**config.mk**
```make
export PLATFORM = sky130hd
export DESIGN_NAME = rx_capture_ctrl
export DESIGN_NICKNAME = d
export VERILOG_FILES = /design/src/rtl/rx_capture_ctrl.sv
export SDC_FILE = /design/constraint.sdc
export NUM_CORES = 1
export LEC_CHECK = 0
export CELL_PAD_IN_SITES_DETAIL_PLACEMENT = 1
export CELL_PAD_IN_SITES_GLOBAL_PLACEMENT = 2
export CORE_MARGIN = 2
export CORE_UTILIZATION = 25
export CTS_CLUSTER_DIAMETER = 150
export DETAILED_ROUTE_END_ITERATION = 6
export GPL_ROUTABILITY_DRIVEN = 0
export PLACE_DENSITY = 0.82
export REMOVE_ABC_BUFFERS = 1
export SLEW_MARGIN = 10
export SYNTH_ARGS = -nofsm -noshare
export SYNTH_HDL_FRONTEND = slang
export SYNTH_SLANG_ARGS = --single-unit
```
**constraint.sdc**
```tcl
create_clock -name clk -period 2.2 [get_ports clk]
set_input_delay 0.44 -clock clk [delete_from_list [all_inputs] [get_ports clk]]
set_output_delay 0.44 -clock clk [all_outputs]
set_load 0.05 [all_outputs]
```
**src/rtl/rx_capture_ctrl.sv**
```systemverilog
// Circular-buffer capture controller in front of the RX sample BRAM: records a pre/post-trigger
// window through port A, then replays it in order through port B as a framed sample stream.
module rx_capture_ctrl #(
  parameter int DATA_W    = 16,
  parameter int ADDR_W    = 8,
  parameter int PRE_TRIG  = 64,
  parameter int POST_TRIG = 128
) (
  input  logic              clk,
  input  logic              rrx_rst,
  input  logic [DATA_W-1:0] smp_in,
  input  logic              smp_valid,
  input  logic              trig,
  output logic              armed,
  output logic              busy,
  output logic              bram_ena,
  output logic              bram_wea,
  output logic [ADDR_W-1:0] bram_addra,
  output logic [DATA_W-1:0] bram_dia,
  output logic              bram_enb,
  output logic [ADDR_W-1:0] bram_addrb,
  input  logic [DATA_W-1:0] bram_dob,
  output logic [DATA_W-1:0] win_data,
  output logic              win_valid,
  output logic              win_first,
  output logic              win_last,
  output logic              drop
);

  localparam int WIN = PRE_TRIG + POST_TRIG;
  localparam int CW  = ADDR_W + 1;

  typedef enum logic [1:0] {S_FILL, S_ARMED, S_POST, S_DRAIN} state_e;

  state_e            state_q, state_d;
  logic [ADDR_W-1:0] wr_ptr_q, wr_ptr_d;
  logic [ADDR_W-1:0] trig_ptr_q, trig_ptr_d;
  logic [CW-1:0]     fill_cnt_q, fill_cnt_d;
  logic [CW-1:0]     post_cnt_q, post_cnt_d;
  logic [CW-1:0]     rd_k_q, rd_k_d;
  logic              armed_q, armed_d;
  logic              busy_q, busy_d;
  logic              win_valid_q, win_valid_d;
  logic              win_first_q, win_first_d;
  logic              win_last_q, win_last_d;
  logic              wr_en;
  logic              rd_en;

  always_comb begin
    // NOTE: every signal assigned here gets a default first, so no path can infer a latch.
    state_d    = state_q;
    wr_ptr_d   = wr_ptr_q;
    trig_ptr_d = trig_ptr_q;
    fill_cnt_d = fill_cnt_q;
    post_cnt_d = post_cnt_q;
    rd_k_d     = rd_k_q;

    wr_en = smp_valid && (state_q != S_DRAIN);
    rd_en = (state_q == S_DRAIN) && (rd_k_q < CW'(WIN));

    if (wr_en) wr_ptr_d = wr_ptr_q + 1'b1;

    case (state_q)
      S_FILL: begin
        if (smp_valid) begin
          fill_cnt_d = fill_cnt_q + 1'b1;
          if (fill_cnt_d == CW'(PRE_TRIG)) state_d = S_ARMED;
        end
      end
      S_ARMED: begin
        if (trig) begin
          // The write landing in the trigger cycle is the first post-trigger sample.
          trig_ptr_d = wr_ptr_q;
          post_cnt_d = smp_valid ? CW'(1) : '0;
          rd_k_d     = '0;
          state_d    = (post_cnt_d == CW'(POST_TRIG)) ? S_DRAIN : S_POST;
        end
      end
      S_POST: begin
        if (smp_valid) begin
          post_cnt_d = post_cnt_q + 1'b1;
          if (post_cnt_d == CW'(POST_TRIG)) begin
            rd_k_d  = '0;
            state_d = S_DRAIN;
          end
        end
      end
      default: begin
        // One extra cycle after the last read lets the final sample leave before refilling.
        if (rd_k_q == CW'(WIN)) begin
          fill_cnt_d = '0;
          state_d    = S_FILL;
        end else begin
          rd_k_d = rd_k_q + 1'b1;
        end
      end
    endcase

    armed_d     = (state_d == S_ARMED);
    busy_d      = (state_d == S_POST) || (state_d == S_DRAIN);
    win_valid_d = rd_en;
    win_first_d = rd_en && (rd_k_q == '0);
    win_last_d  = rd_en && (rd_k_q == CW'(WIN - 1));
  end

  always_ff @(posedge clk) begin
    // NOTE: sequential state uses non-blocking assignments so every flop samples pre-edge values.
    if (!rrx_rst) begin
      state_q     <= S_FILL;
      wr_ptr_q    <= '0;
      trig_ptr_q  <= '0;
      fill_cnt_q  <= '0;
      post_cnt_q  <= '0;
      rd_k_q      <= '0;
      armed_q     <= 1'b0;
      busy_q      <= 1'b0;
      win_valid_q <= 1'b0;
      win_first_q <= 1'b0;
      win_last_q  <= 1'b0;
    end else begin
      state_q     <= state_d;
      wr_ptr_q    <= wr_ptr_d;
      trig_ptr_q  <= trig_ptr_d;
      fill_cnt_q  <= fill_cnt_d;
      post_cnt_q  <= post_cnt_d;
      rd_k_q      <= rd_k_d;
      armed_q     <= armed_d;
      busy_q      <= busy_d;
      win_valid_q <= win_valid_d;
      win_first_q <= win_first_d;
      win_last_q  <= win_last_d;
    end
  end

  assign bram_ena   = wr_en;
  assign bram_wea   = wr_en;
  assign bram_addra = (state_q == S_DRAIN) ? '0 : wr_ptr_q;
  assign bram_dia   = (state_q == S_DRAIN) ? '0 : smp_in;
  assign drop       = smp_valid && (state_q == S_DRAIN);

  // Window start is trig_ptr - PRE_TRIG; the subtraction wraps naturally at ADDR_W bits.
  assign bram_enb   = rd_en;
  assign bram_addrb = rd_en ? (trig_ptr_q - ADDR_W'(PRE_TRIG) + rd_k_q[ADDR_W-1:0]) : '0;

  // The BRAM output register supplies the one-cycle read latency.
  assign win_data  = win_valid_q ? bram_dob : '0;
  assign win_valid = win_valid_q;
  assign win_first = win_first_q;
  assign win_last  = win_last_q;
  assign armed     = armed_q;
  assign busy      = busy_q;

endmodule

```
==> results.yml, run 1 <==
synth:
  syn_inst: 421
  yosysUniqueCellTypes: 60
  ys_seq_area_share_pct: 29.2
  synth-seq-cells: 49
  synth_commonest_cells: "49 x dfxtp_1, 33 x nor2b_1, 30 x o21ai_0"
  synth_top_area_share_pct: 29.2
  synth_edf_count: 0
  async_flop_share_pct: 0
  synth.largest_area_cell: "dfxtp_1"
  ys.flop_type: "dfxtp_1"
  netlist_top_cells_area: "dfxtp_1 29%, ha_1 8.6%, nor2b_1 6.1%"
  syn_area_mm2: 0.00336
  synth.most_common_cell: "dfxtp_1"
  yosysWarnings: 0
  synth_area_per_cell_um2: 7.98
finish:
  diodes: 0
  fill_cells: 1517
  finalNonFillerCells: 734
  areaGrowthSynthToFinish_pct: 65.1
  drive_gt1_share_pct: 32.8
  fin_util_pct: 42.0
  final_cell_area_mm2: 0.00555
  nets: 617
timing:
  fin_skew_ns: 0.00991
  final-max-slew-violation-count: 0
  fmax_mhz: 338
  worst_slew_pin_slew_ns: 0.518
  min_period_over_period_pct: 134
  rsz0062_at_grt: "true"
  maxSlewHeadroom_pct: 65.4
  finalHoldViolations: 0
  finalSetupViolCount: 27
  timing.final.ws_setup_ns: -0.758
  finalCriticalPeriod_ns: 2.96
clock_network:
  clk_pin_slew_ns: 0.08
  clockBufferDepth: 2
  hold_buffers: 0
  cts-root-buf: "clkbuf_16"
  cts_buffers: 5
  clock_latency_ns: 0.30
  cts_tree: "yes"
  h-tree-depth: 2
  cts.sinks: 49
placed_design:
  placed_area_mm2: 0.00504
  dp_hpwl_um: 8330
  portBuffers: 92
  place_inst: 720
floorplanning:
  design.die.area_mm2: 0.0144
  io-pin-count: 93
  row_count: 42
  core_area_mm2: 0.0132
  die-width_um: 120
  initial_core_util_pct: 25.5
  die_y_um: 120
routing:
  viasPerCell: 4.91
  drc_errors: 0
  vias: 3603
  ant_nets: 0
  wl_per_cell_um: 15.8
  wl_um: 11600
  detail_route.first_pass.iterations: 4
  drt-initial-drc-count: 78
power_and_ir_drop:
  ir_worst_vdd_v: 0.000274
  leakagePower_nw: 2.17
  power_density_mw_per_mm2: 363
outcome:
  violations: "setup timing"
  status: "finished, violations left"
critical_path:
  startpoint_type: "register"
  critPathMaxFanout: 2
  cp-end-kind: "output pin"
  critical_path_class: "reg -> out"
  crit_required_ns: 1.76
  worstPathArrival_ns: 2.52
global_route:
  grt_busiest_layer: "met2"
  gr-total-overflow: 0
  antenna_found_initial: 0
  grt_usage_pct: 16.2
  grt_pass1_vias: 3844
  met3_usage_pct: 2.99
  grt_max_degree: 51
  met2_usage_pct: 30.8
  grt_use_met1_pct: 18.0
  grt_first_pass_wirelength_um: 18900
flow_run:
  maxCapViolations: 0
hold_path:
  hp-class: "reg -> reg"
==> state kept, by name, summed over array words and instances, names as in the netlist <==
name and count:
armed 1, fill_cnt_q 9, post_cnt_q 9, rd_k_q 9
state_q 2, trig_ptr_q 8, win_first 1, win_last 1
win_valid 1, wr_ptr_q 8
==> path summary, 6_finish.rpt <==
check	start	to	slack [ns]	depth (start not counted)
max reg2reg	rd_k_q[1]	rd_k_q[3]	-0.40	9
max	trig_ptr_q[1]	bram_addrb[7]	-0.76	11
min	trig_ptr_q[0]	trig_ptr_q[0]	0.48	2
min reg2reg	trig_ptr_q[0]	trig_ptr_q[0]	0.48	2
==> final cells by class <==
type | instances | area [um^2] | share of cell area (%)
inverters | 20 | 75.1 | 1.35
multi-input cells | 330 | 2480 | 44.7
clock inverters | 3 | 28.8 | 0.519
clock buffers | 5 | 125 | 2.26
flip-flops and latches | 49 | 992 | 17.9
well taps | 176 | 220 | 3.97
repair buffers | 151 | 1630 | 29.4
==> what timing repair did <==
action,4_1_cts,5_1_grt
setup buffers,5,2
endpoints found under the setup margin,33,31
pin swaps,17,21
gates cloned,0,0
resized for setup,60,33
==> worst max-delay path: stages (launching register included) <==
cell and delay, ns:
dfxtp_2 0.34, ha_4 0.27, ha_4 0.13, inv_2 0.04, fa_2 0.36, nor2b_4 0.14, o21ai_2 0.08, a21oi_2 0.15
o21a_1 0.17, nor3_2 0.07, nor3b_2 0.25, clkbuf_16 0.21
==> power breakdown <==
group	internal, W	total (W)	switching [W]
Sequential	0.000891	0.000900	0.00000860
Combinational	0.000132	0.000279	0.000147
Clock	0.000437	0.000831	0.000394
Total	0.00146	0.00201	0.000550
==> cell families (layout without fill, tap and decap cells) <==
logic type / Yosys count / after routing / share of synthesized area [%]
buffers and inverters: 42 / 179 / 4.92
DFF: 49 / 49 / 29.2
muxes: 4 / 4 / 1.23
adders and majority gates: 24 / 24 / 9.16
xor gates and xnor gates: 10 / 10 / 2.61
and+or+nand+nor: 192 / 192 / 32.8
AOI/OAI and AO/OA: 100 / 100 / 20.1
==> stage by stage <==
stage	TNS [ns]	power (W)	hold slack [ns]	setup WS [ns]
floorplan	-23.62	0.00104	0.443	-1.42
global placement	-4.99	0.00118	0.470	-0.547
detailed placement	-6.39	0.00119	0.471	-0.757
CTS	-7.13	0.00204	0.483	-0.754
global route	-9.81	0.00209	0.516	-0.863
finish	-7.55	0.00201	0.484	-0.758
==> metal layers <==
metal	part of all wire, %	wire length, um
met1	42	4820
met2	53	6100
met3	4.1	475
met4	1.4	166
met5	0	0
==> placed cells by master, fill, tap and decap left out, types with 7 or more instances in the layout <==
master / instances
a21boi_0: 14
a21boi_1: 8
a21oi_1: 7
and2_1: 29
and3_1: 10
buf_12: 28
buf_4: 75
buf_6: 7
clkdlybuf4s50_1: 40
dfxtp_1: 42
ha_1: 17
inv_1: 16
nand2_1: 24
nand3_1: 20
nand4_1: 7
nor2_1: 19
nor2b_1: 32
o21ai_0: 17
o21ai_2: 7
or3_1: 7
xnor2_1: 8
No activity file was read; power rests on OpenSTA's default activity.
==> run 2: changes to the inputs <==
Settings changed: CORE_UTILIZATION 25 to 27, PLACE_DENSITY 0.82 to 0.84, SLEW_MARGIN 10 to 0.
Clock period 2.2 ns to 3.4 ns, I/O delays scaled along.
==> results.yml, run 2 (synthesized netlist as in run 1, its figures left out) <==
outcome:
  status: "finished clean"
critical_path:
  cp_top_family: "adder cells"
  critical_path_class: "reg -> out"
  path_common_cell: "ha_1"
  startpoint_type: "register"
  worstPathArrival_ns: 2.57
  cp-end-kind: "output pin"
  critPathMaxFanout: 5
  slowest_stage: "fa_1"
  path_buf_inv: 2
  reg2reg_slack_ns: 0.75
  cp_slowest_stage_delay_ns: 0.39
  crit_required_ns: 2.72
  cp_cell_sequence: "ha_1 > ha_1 > inv_1 > fa_1 > nor2b_2 > o21ai_1 > a21oi_1 > o21a_1 > nor3_1 > nor3b_2 > buf_12"
floorplanning:
  core_area_mm2: 0.0121
  row_count: 40
  die_y_um: 116
  die-width_um: 116
  io-pin-count: 93
  initial_core_util_pct: 27.9
  design.die.area_mm2: 0.0134
flow_run:
  maxCapViolations: 0
routing:
  wl_met2_um: 4710
  wl_um: 9750
  met3_length_um: 516
  met1Wirelength_um: 4420
  ant_nets: 0
  drc_errors: 0
  vias: 3340
  route.top_layer_used: "met4"
  viasPerCell: 4.94
  wl_per_cell_um: 14.4
  detail_route.first_pass.iterations: 4
  drt-initial-drc-count: 50
timing:
  worst_slew_pin_slew_ns: 0.900
  fmax_mhz: 307
  min_period_over_period_pct: 95.7
  finalSetupViolCount: 0
  final-max-slew-violation-count: 0
  fin_skew_ns: 0.00457
  timing.final.ws_setup_ns: 0.148
  finalHoldViolations: 0
  maxSlewHeadroom_pct: 39.8
  finalCriticalPeriod_ns: 3.25
power_and_ir_drop:
  power_density_mw_per_mm2: 269
  ir_worst_vdd_v: 0.000190
  pwr-share-seq_pct: 45.7
  power_frac_clock_pct: 40.9
  p_int_w: 0.000939
  leakagePower_nw: 1.76
  power.share.combinational_pct: 13.4
  power.net_switching_w: 0.000337
  swShare_pct: 26.4
hold_path:
  hp-class: "reg -> reg"
global_route:
  grt_max_degree: 28
  antenna_found_initial: 0
  grt_pass1_vias: 3376
  grt_usage_pct: 14.9
  grt_first_pass_wirelength_um: 16200
  gr-total-overflow: 0
placed_design:
  place_inst: 667
  portBuffers: 92
  pre_cts_slack_ns: 0.261
  dp_hpwl_um: 7510
finish:
  top_regs: "fill_cnt_q x9, post_cnt_q x9, rd_k_q x9"
  layout_commonest_cell: "clkdlybuf4s50_1"
  finalNonFillerCells: 676
  areaGrowthSynthToFinish_pct: 41.0
  diodes: 0
  drive_gt1_share_pct: 8.46
  nets: 567
  final_cell_mix: "80 x clkdlybuf4s50_1, 47 x dfxtp_1, 32 x nor2b_1"
clock_network:
  cts-root-buf: "clkbuf_16"
  hold_buffers: 0
  cts.sinks: 49
  clk_pin_slew_ns: 0.07
  cts_buffers: 5
  clockBufferDepth: 2
  h-tree-depth: 2
  clock_latency_ns: 0.30
  cts_tree: "yes"
==> run 2: cell types whose count changed in the layout (fill, tap and decap cells not counted), moves of 5 or more <==
cell	before	now
o21ai_0	17	29
clkdlybuf4s50_1	40	80
buf_4	75	10
ha_1	17	23
dfxtp_1	42	47
o21ai_2	7	0
buf_12	28	11
a21boi_1	8	2
buf_6	7	0
a21boi_0	14	20
==> run 2: path summary, 6_finish.rpt <==
path                 start       endpoint  cells after the start
min reg2reg  trig_ptr_q[3]  trig_ptr_q[3]                      2
min          trig_ptr_q[3]  trig_ptr_q[3]                      2
max reg2reg  post_cnt_q[0]      rd_k_q[7]                      7
max              rd_k_q[1]  bram_addrb[7]                     11
==> run 2: per-stage QoR <==
stage | utilization (%) | hold slack, ns | TNS [ns] | total power (W) | instance area, um^2
floorplan | - | 0.443 | -1.15 | 0.000674 | 3270
global placement | 37.9 | 0.471 | 0 | 0.000766 | 4570
detailed placement | 37.9 | 0.484 | 0 | 0.000769 | 4570
CTS | 39.2 | 0.494 | 0 | 0.00129 | 4720
global route | 39.3 | 0.517 | -0.0119 | 0.00133 | 4740
finish | 39.3 | 0.489 | 0 | 0.00128 | 4740
==> run 2: final cells by class <==
cell class / instances / area, um^2
Clock buffer: 5 / 125
Multi-Input combinational cell: 330 / 2220
Inverter: 20 / 75.1
Clock inverter: 3 / 25.0
Fill cell: 1455 / 7330
Timing Repair Buffer: 101 / 1100
Tap cell: 168 / 210
Sequential cell: 49 / 983
==> run 2: worst register-to-register path, cell delays in order, from the launching register on <==
cell and delay [ns]:
dfxtp_1 0.55, ha_1 0.36, xnor2_1 0.15, nand4_1 0.13, a221oi_2 0.41, a21boi_2 0.25
or4_1 0.57, a21boi_1 0.16
==> run 2: what timing repair did <==
item | 4_1_cts | 5_1_grt
pin swaps | 0 | 2
cloned | 0 | 0
setup buffers | 0 | 1
endpoints found under the setup margin | 1 | 1
resized for setup | 1 | 4
==> run 2: power groups by stage <==
stage / registers, W / clock network (W) / logic, W
after floorplan: 0.000595 / 0 / 0.0000794
after global routing: 0.000583 / 0.000559 / 0.000184
after CTS: 0.000583 / 0.000538 / 0.000174
final: 0.000583 / 0.000522 / 0.000171
after detailed placement: 0.000596 / 0 / 0.000173
after global placement: 0.000596 / 0 / 0.000170
==> run 2: layer usage <==
layer / track usage [%] / up-vias
met4: 3.61 / 0
met1: 18.3 / 1585
li1: - / 1665
met2: 26.4 / 84
met3: 3.35 / 6
met5: 0 / -
